## src/rtl/ck_rst_pkg.sv

```systemverilog
// Shared encodings and defaults for the clock-enable / reset sequencer.
package ck_rst_pkg;

  typedef enum logic [1:0] {
    StAssert  = 2'd0,
    StRelease = 2'd1,
    StRun     = 2'd2
  } state_e;

  localparam int unsigned DefNCh         = 4;
  localparam int unsigned DefSyncStages  = 2;
  localparam int unsigned DefHoldCycles  = 16;
  localparam int unsigned DefGapCycles   = 4;
  localparam int unsigned DefDiv         = 10;

  // Counter width for a counter that runs 0..limit-1; never narrower than one bit.
  function automatic int unsigned cnt_width(int unsigned limit);
    return (limit <= 2) ? 1 : $clog2(limit);
  endfunction

endpackage

```

## src/rtl/ck_rst_seq_if.sv

```systemverilog
// Software-reset handshake and sequenced reset / tick outputs of ck_rst_seq.
interface ck_rst_seq_if #(
  parameter int unsigned N_CH = 4
) ();

  logic            sw_rst_req;
  logic            sw_rst_ack;
  logic [N_CH-1:0] rst_n_out;
  logic            ready;
  logic            tick;

  modport master (
    input  sw_rst_req,
    output sw_rst_ack,
    output rst_n_out,
    output ready,
    output tick
  );

  modport slave (
    output sw_rst_req,
    input  sw_rst_ack,
    input  rst_n_out,
    input  ready,
    input  tick
  );

endinterface

```

## src/rtl/rst_sync.sv

```systemverilog
// Reset synchroniser: asserts asynchronously, releases after SYNC_STAGES rising edges.
module rst_sync #(
  parameter int unsigned SYNC_STAGES = 2
) (
  input  logic clk,
  input  logic rst_n,
  output logic rst_n_sync
);

  logic [SYNC_STAGES-1:0] sync_q;

  always_ff @(posedge clk or negedge rst_n) begin
    if (!rst_n) begin
      sync_q <= '0;
    end else begin
      sync_q <= {sync_q[SYNC_STAGES-2:0], 1'b1};
    end
  end

  assign rst_n_sync = sync_q[SYNC_STAGES-1];

endmodule

```

## src/rtl/ck_rst_seq.sv

```systemverilog
// Multi-channel reset sequencer: hold, ordered per-channel release, then a
// periodic clock-enable tick; a software request restarts the sequence.
module ck_rst_seq
  import ck_rst_pkg::*;
#(
  parameter int unsigned N_CH        = DefNCh,
  parameter int unsigned SYNC_STAGES = DefSyncStages,
  parameter int unsigned HOLD_CYCLES = DefHoldCycles,
  parameter int unsigned GAP_CYCLES  = DefGapCycles,
  parameter int unsigned DIV         = DefDiv
) (
  input  logic          clk,
  input  logic          rst_n,
  ck_rst_seq_if.master  bus
);

  localparam int unsigned CntLim = (HOLD_CYCLES > GAP_CYCLES) ? HOLD_CYCLES : GAP_CYCLES;
  localparam int unsigned CntW   = cnt_width(CntLim);
  localparam int unsigned IdxW   = cnt_width(N_CH);
  localparam int unsigned TickW  = cnt_width(DIV);
  localparam logic [N_CH-1:0] ChOne = N_CH'(1);

  logic rst_n_sync;

  state_e           state_q, state_d;
  logic [CntW-1:0]  cnt_q, cnt_d;
  logic [IdxW-1:0]  idx_q, idx_d;
  logic [TickW-1:0] tcnt_q, tcnt_d;
  logic [N_CH-1:0]  out_q, out_d;
  logic             ready_q, ready_d;
  logic             tick_q, tick_d;
  logic             ack_q, ack_d;

  rst_sync #(
    .SYNC_STAGES (SYNC_STAGES)
  ) u_rst_sync (
    .clk        (clk),
    .rst_n      (rst_n),
    .rst_n_sync (rst_n_sync)
  );

  always_ff @(posedge clk or negedge rst_n) begin
    if (!rst_n) begin
      state_q <= StAssert;
      cnt_q   <= '0;
      idx_q   <= '0;
      tcnt_q  <= '0;
      out_q   <= '0;
      ready_q <= 1'b0;
      tick_q  <= 1'b0;
      ack_q   <= 1'b0;
    end else begin
      state_q <= state_d;
      cnt_q   <= cnt_d;
      idx_q   <= idx_d;
      tcnt_q  <= tcnt_d;
      out_q   <= out_d;
      ready_q <= ready_d;
      tick_q  <= tick_d;
      ack_q   <= ack_d;
    end
  end

  always_comb begin
    state_d = state_q;
    cnt_d   = cnt_q;
    idx_d   = idx_q;
    tcnt_d  = tcnt_q;
    out_d   = out_q;
    ready_d = ready_q;
    tick_d  = 1'b0;
    ack_d   = 1'b0;

    if (rst_n_sync) begin
      unique case (state_q)
        StAssert: begin
          if (cnt_q == CntW'(HOLD_CYCLES - 1)) begin
            state_d = StRelease;
            cnt_d   = '0;
            idx_d   = '0;
            out_d   = out_q | ChOne;
          end else begin
            cnt_d = cnt_q + 1'b1;
          end
        end
        StRelease: begin
          // idx_q is the channel released most recently.
          if (idx_q == IdxW'(N_CH - 1)) begin
            state_d = StRun;
            ready_d = 1'b1;
            cnt_d   = '0;
          end else if (cnt_q == CntW'(GAP_CYCLES - 1)) begin
            cnt_d = '0;
            idx_d = idx_q + 1'b1;
            out_d = out_q | (ChOne << idx_d);
          end else begin
            cnt_d = cnt_q + 1'b1;
          end
        end
        StRun: begin
          if (tcnt_q == TickW'(DIV - 1)) begin
            tcnt_d = '0;
            tick_d = 1'b1;
          end else begin
            tcnt_d = tcnt_q + 1'b1;
          end
        end
        default: state_d = StAssert;
      endcase

      // A request during ASSERT is dropped; otherwise it restarts the sequence.
      if (bus.sw_rst_req && (state_q != StAssert)) begin
        state_d = StAssert;
        cnt_d   = '0;
        idx_d   = '0;
        tcnt_d  = '0;
        out_d   = '0;
        ready_d = 1'b0;
        tick_d  = 1'b0;
        ack_d   = 1'b1;
      end
    end
  end

  assign bus.rst_n_out  = out_q;
  assign bus.ready      = ready_q;
  assign bus.tick       = tick_q;
  assign bus.sw_rst_ack = ack_q;

endmodule

```

## src/flat_wrapper.sv

```systemverilog
// flat-port wrapper written by rule: the top's interface ports become plain ports
module ck_rst_seq_flat import ck_rst_pkg::*;
#(
  parameter int unsigned N_CH        = DefNCh,
  parameter int unsigned SYNC_STAGES = DefSyncStages,
  parameter int unsigned HOLD_CYCLES = DefHoldCycles,
  parameter int unsigned GAP_CYCLES  = DefGapCycles,
  parameter int unsigned DIV         = DefDiv
)
  (clk, rst_n, bus_sw_rst_req, bus_sw_rst_ack, bus_rst_n_out, bus_ready, bus_tick);
  ck_rst_seq_if #(.N_CH(N_CH)) bus_i ();
  input  logic clk;
  input  logic rst_n;
  input wire logic [$bits(bus_i.sw_rst_req)-1:0] bus_sw_rst_req;
  output wire logic [$bits(bus_i.sw_rst_ack)-1:0] bus_sw_rst_ack;
  output wire logic [$bits(bus_i.rst_n_out)-1:0] bus_rst_n_out;
  output wire logic [$bits(bus_i.ready)-1:0] bus_ready;
  output wire logic [$bits(bus_i.tick)-1:0] bus_tick;
  assign bus_i.sw_rst_req = bus_sw_rst_req;
  assign bus_sw_rst_ack = bus_i.sw_rst_ack;
  assign bus_rst_n_out = bus_i.rst_n_out;
  assign bus_ready = bus_i.ready;
  assign bus_tick = bus_i.tick;
  ck_rst_seq #(.N_CH(N_CH), .SYNC_STAGES(SYNC_STAGES), .HOLD_CYCLES(HOLD_CYCLES), .GAP_CYCLES(GAP_CYCLES), .DIV(DIV)) u_core (.clk(clk), .rst_n(rst_n), .bus(bus_i));
endmodule
```

## config.mk

```make
export PLATFORM = sky130hd
export DESIGN_NAME = ck_rst_seq_flat
export DESIGN_NICKNAME = d
export VERILOG_FILES = /design/src/rtl/ck_rst_pkg.sv /design/src/rtl/ck_rst_seq_if.sv /design/src/rtl/rst_sync.sv /design/src/rtl/ck_rst_seq.sv /design/src/flat_wrapper.sv
export SDC_FILE = /design/constraint.sdc
export NUM_CORES = 1
export LEC_CHECK = 0
export ABC_CLOCK_PERIOD_IN_PS = 3600
export BUFFER_PORTS_ARGS = -buffer_cell sky130_fd_sc_hd__buf_2
export CAP_MARGIN = 40
export CORE_ASPECT_RATIO = 0.8
export CORE_MARGIN = 1.5
export CORE_UTILIZATION = 55
export CTS_CLUSTER_DIAMETER = 150
export CTS_CLUSTER_SIZE = 24
export DETAILED_ROUTE_END_ITERATION = 7
export HOLD_SLACK_MARGIN = 0.08
export PLACE_DENSITY = 0.74
export SETUP_SLACK_MARGIN = 0.2
export SYNTH_ARGS = -nofsm -noshare
export SYNTH_HDL_FRONTEND = slang
export SYNTH_HIERARCHICAL = 1
export SYNTH_SLANG_ARGS = --single-unit
```

## constraint.sdc

```tcl
create_clock -name clk -period 3.6 [get_ports clk]
set_input_delay 0.72 -clock clk [delete_from_list [all_inputs] [get_ports clk]]
set_output_delay 0.72 -clock clk [all_outputs]
set_load 0.1 [all_outputs]
```

==> results.yml, run 1 <==
outcome:
  status: "finished, final reports clean"
floorplan:
  fp.dieH_um: 43.83
  die_area_mm2: 0.002368
  start_util_pct: 59.48
  io_pins: 10
  num_rows: 14
  die_x_um: 54.04
  core_mm2: 0.001927
final_layout:
  nNetsFinal: 134
  area_growth_pct: 5.786
  layout-drive-gt1-share_pct: 19.67
  final_cell_mix: "dfrtp_1, nand2_1, buf_2, inv_1, ha_1"
  layout_commonest_cell: "dfrtp_1"
  fillers: 156
  diodes: 0
  finalInstanceArea_mm2: 0.001212
synth:
  synth_xor_area_share_pct: 0
  muxShareOfSynthArea_pct: 2.729
  synth-edff-count: 0
  yosys_warnings: 6
  synth_ff_type: "dfrtp_1"
  synth.ff_latch_count: 21
  synth_area_mm2: 0.001146
  synth_adder_area_share_pct: 8.734
  avgSynthCellArea_um2: 10.23
  synthSimpleGateAreaFrac_pct: 19.54
  synth_nets: 123
  synth_top_family_by_area: "simple AND/OR/NAND/NOR gates"
  synthCells: 112
  ys_types: 40
  synth_compound_area_share_pct: 16.81
  ys_seq_area_share_pct: 45.85
  synthArstFlopShare_pct: 100.0
grt:
  antenna_found_initial: 0
  grtUsageTotal_pct: 23.45
  grt_max_degree: 22
  grt_pass1_vias: 797
  grt_pass1_wl_um: 3732
  grt-ovfl-total: 0
clock_tree:
  cts_setup_buffers: 0
  cts_made_buffers: 3
  hold_buffers: 0
  clk_pin_slew_ns: 0.10
  cts_sinks: 21
  cts_resized: 0
  cts_root_buffer: "clkbuf_4"
  cts_max_path_buffers: 2
  cts_max_level: 1
  cts_tree: "built"
  clk_latency_ns: 0.31
critical_path:
  worstSetupPathType: "reg2reg"
  end_kind: "flip-flop"
  crit_chain: "ha_1 > nor4b_2 > nor4_1 > or3_4 > mux2_2"
  ff2ff_setup_slack_ns: 1.72
  critPathBufInv: 0
  max_stage_delay_ns: 0.45
  cp_max_fo: 5
  crit_path_start_kind: "flip-flop"
  cp_slowest_cell: "dfrtp_1"
  crit_arrival_ns: 2.09
  cp.required_ns: 3.81
  crit_family: "simple AND/OR/NAND/NOR gates"
drt:
  wl_per_cell_um: 14.75
  drt_iter0_drc: 21
  vias: 839
  drt-total-wl_um: 2153
  firstDrtPassIters: 4
  drc: 0
  final_antenna_net_count: 0
  viasPerCell: 5.747
sta:
  setup_viol: 0
  period_needed_ns: 1.879
  fmax_mhz: 532.3
  drv_slew: 0
  rsz0062_at_grt: "no"
  fin_skew_ns: 0.0008812
  setup_tns_ns: 0
  final_hold_viol_count: 0
  period_share_pct: 52.19
run:
  max_cap_violations: 0
power_and_ir_drop:
  power_leakage_nw: 0.5873
  ir_drop_uv: 448.3
  power_density_mw_per_mm2: 752.5
placement:
  dp_hpwl_um: 1596
  placed_area_mm2: 0.001186
  io_buffers: 9
  gp_routability_congestion: 0.8211
hold_path:
  hp-class: "in2async"
## area by class of cell
type                            count  area (µm²)  share of cell area (%)
Inverter                            9       33.78                   2.786
Tap cell                           24       30.03                   2.477
Sequential cell                    21       525.5                   43.34
Timing Repair Buffer                9       45.04                   3.715
Multi-Input combinational cell     79       551.8                   45.51
Clock buffer                        4       26.28                   2.167
## report_power, final
part	leakage, nW	switching, mW	internal, mW
combinational	0.305	0.304	0.122
clock	0.0150	0.0696	0.0434
sequential	0.267	0.0716	0.302
## through the flow
step	instances	power (mW)	hold slack, ns	setup WS, ns	util, %
6_report	146	0.9124	0.3368	1.721	62.92
3_3_place_gp	142	0.7801	0.3316	1.690	61.56
3_5_place_dp	142	0.7989	0.3694	1.651	61.56
5_1_grt	146	0.9777	0.3727	1.633	62.92
4_1_cts	146	0.9173	0.3430	1.720	62.92
2_1_floorplan	112	0.7122	0.3312	1.816	-
## path summary, 6_finish.rpt
check	cells past startpoint	from	endpoint
worst max-delay path	5	u_core/idx_q[1]	u_core/idx_q[0]
worst min-delay path	1	rst_n	u_core/tcnt_q[3]
worst max register to register	5	u_core/idx_q[1]	u_core/idx_q[0]
worst min register to register	0	u_core/u_rst_sync/sync_q[0]	u_core/u_rst_sync/sync_q[1]
max in group asynchronous	1	rst_n	u_core/idx_q[1]
min in group clk	0	u_core/u_rst_sync/sync_q[0]	u_core/u_rst_sync/sync_q[1]
## kinds of logic (layout without fill, tap and decap cells)
family / count (synthesis) / in the layout
other cells: 1 / 1
flops: 21 / 21
mux: 3 / 3
compound gates: 30 / 30
fa+ha+maj: 8 / 8
simple gates: 37 / 37
buf+inv: 12 / 22
## synth_stat cells, drive strengths merged (2+ instances only)
master	n	area share, %
or3	2	2.0
nand2	12	4.1
and2b	2	1.3
dfrtp	21	46
and2	3	1.7
o21ai	8	3.8
a21oi	7	3.1
nor2	4	1.3
o22ai	2	1.1
ha	8	8.7
a31oi	3	1.6
nand3	2	0.87
clkbuf	2	2.4
inv	9	2.9
o211ai	4	2.6
mux2i	2	1.7
o31ai	2	1.7
## worst register-to-register path, stage by stage (launching register included)
cell and delay (ns):
dfrtp_1 0.45, ha_1 0.28, nor4b_2 0.33, nor4_1 0.07, or3_4 0.38, mux2_2 0.26
## layer usage
metal  track usage, %  up-vias  share of wire [%]
li1                 -      407                  -
met1            30.63      416                 47
met2            34.88       10                 48
met3            7.241        6                3.3
met4            12.50        0                2.2
met5                0        -                  0
## sequential cells by signal, indices dropped and copies added (netlist names)
register	count
u_core/bus.rst_n_out	4
u_core/cnt_q	4
u_core/tcnt_q	4
u_core/idx_q	2
u_core/state_q	2
u_core/u_rst_sync/sync_q	2
u_core/bus.ready	1
u_core/bus.sw_rst_ack	1
u_core/bus.tick	1
(Power assumes the default switching activity.)
==> run 2, diff against run 1 <==
--- a/config.mk
+++ b/config.mk
@@ -5,7 +5,7 @@
 export SDC_FILE = /design/constraint.sdc
 export NUM_CORES = 1
 export LEC_CHECK = 0
-export ABC_CLOCK_PERIOD_IN_PS = 3600
+export ABC_CLOCK_PERIOD_IN_PS = 1970
 export BUFFER_PORTS_ARGS = -buffer_cell sky130_fd_sc_hd__buf_2
 export CAP_MARGIN = 40
 export CORE_ASPECT_RATIO = 0.8
==> constraint.sdc (replaced) <==
create_clock -name clk -period 1.97 [get_ports clk]
set_input_delay 0.394 -clock clk [delete_from_list [all_inputs] [get_ports clk]]
set_output_delay 0.394 -clock clk [all_outputs]
set_load 0.1 [all_outputs]
==> results.yml, run 2 (synthesis results as in run 1) <==
clock_tree:
  cts_sinks: 21
  cts_root_buffer: "clkbuf_4"
  clk_pin_slew_ns: 0.11
  cts_tree: "built"
  cts_max_level: 1
  clk_latency_ns: 0.31
  cts_max_path_buffers: 2
  cts_made_buffers: 3
sta:
  fmax_mhz: 581.9
  period_needed_ns: 1.719
  setup_tns_ns: 0
  fin_skew_ns: 0.007162
  hold_ws_ns: 0.3842
  drv_slew: 0
  period_share_pct: 87.23
  final_hold_viol_count: 0
  rsz0062_at_grt: "no"
  setup_viol: 0
floorplan:
  fp.dieH_um: 43.83
  start_util_pct: 59.48
  io_pins: 10
  core_mm2: 0.001927
  die_x_um: 54.04
  num_rows: 14
  die_area_mm2: 0.002368
critical_path:
  max_stage_delay_ns: 0.42
  crit_path_start_kind: "flip-flop"
  end_kind: "flip-flop"
  crit_arrival_ns: 1.93
  crit_chain: "ha_2 > nor4b_4 > nor4_1 > or3_4 > a22o_2"
  cp_slowest_cell: "dfrtp_1"
  ff2ff_setup_slack_ns: 0.25
  worstSetupPathType: "reg2reg"
  crit_family: "simple AND/OR/NAND/NOR gates"
  cp.required_ns: 2.18
  critPathBufInv: 0
  cp_max_fo: 4
power_and_ir_drop:
  power_density_mw_per_mm2: 1348
  ir_drop_uv: 975.2
  power_leakage_nw: 0.5998
drt:
  wl_per_cell_um: 14.79
  firstDrtPassIters: 4
  drc: 0
  drt_iter0_drc: 24
  vias: 850
  drt-total-wl_um: 2204
  final_antenna_net_count: 0
  viasPerCell: 5.705
final_layout:
  area_growth_pct: 10.04
  fillers: 157
  utilization_pct: 65.45
  layout_commonest_cell: "dfrtp_1"
  layout-drive-gt1-share_pct: 22.40
  final_cell_mix: "dfrtp_1, nand2_1, buf_2, inv_1"
  diodes: 0
  nNetsFinal: 137
placement:
  gp_routability_congestion: 0.7710
  dp_hpwl_um: 1614
  io_buffers: 9
grt:
  antenna_found_initial: 0
  grt_pass1_vias: 859
  grtUsageTotal_pct: 22.58
  grt_max_degree: 22
  grt_pass1_wl_um: 3788
  grt-ovfl-total: 0
run:
  max_cap_violations: 0
outcome:
  status: "finished, final reports clean"
hold_path:
  hp-class: "reg2reg"
[run 2: per-layer routing]
layer / up-vias / part of all wire, % / track usage (%)
met3: 4 / 4.6 / 7.241
met1: 409 / 47 / 30.46
met4: 0 / 1.4 / 6.500
met2: 18 / 47 / 34.88
met5: - / 0 / 0
li1: 419 / - / -
[run 2: final cells by class]
class | count | area (µm²) | area share [%]
clock buffer | 4 | 26.28 | 2.083
inverter | 9 | 33.78 | 2.679
multi-input combinational | 79 | 575.6 | 45.63
sequential | 21 | 525.5 | 41.67
tap | 24 | 30.03 | 2.381
timing repair buffer | 12 | 70.07 | 5.556
[run 2: worst register-to-register path, cell delays in order (launching register included)]
cell and delay (ns):
dfrtp_1 0.42, ha_2 0.23, nor4b_4 0.24, nor4_1 0.07, or3_4 0.39, a22o_2 0.27
[run 2: timing repair]
item                                    4_1_cts  5_1_grt
resized for setup                             2        2
hold endpoints to repair                     21        0
endpoints found under the setup margin        3        2
buffers inserted                              2        0
pin swaps                                     1        0
hold buffers                                  1        0
[run 2: per-stage QoR]
| stage | total power, mW | setup WS [ns] | instance area [µm²] | instances |
|---|---|---|---|---|
| 2_1_floorplan | 1.301 | 0.2421 | 1146 | 112 |
| 3_3_place_gp | 1.426 | 0.1819 | 1186 | 142 |
| 3_5_place_dp | 1.461 | 0.08869 | 1186 | 142 |
| 4_1_cts | 1.676 | 0.2111 | 1242 | 149 |
| 5_1_grt | 1.827 | 0.2224 | 1261 | 149 |
| 6_report | 1.700 | 0.2515 | 1261 | 149 |
[run 2: worst paths after layout]
path	from	endpoint	cells after the start
max	u_core/idx_q[1]	u_core/idx_q[1]	5
min	u_core/u_rst_sync/sync_q[0]	u_core/u_rst_sync/sync_q[1]	0
max reg2reg	u_core/idx_q[1]	u_core/idx_q[1]	5
min reg2reg	u_core/u_rst_sync/sync_q[0]	u_core/u_rst_sync/sync_q[1]	0
max in group asynchronous	rst_n	u_core/u_rst_sync/sync_q[1]	2
min in group asynchronous	rst_n	u_core/tcnt_q[2]	2
[run 2: report_power, final]
group          switching (mW)  internal, mW
registers               0.144         0.551
clock network           0.126        0.0790
logic                   0.555         0.244
total                   0.826         0.874
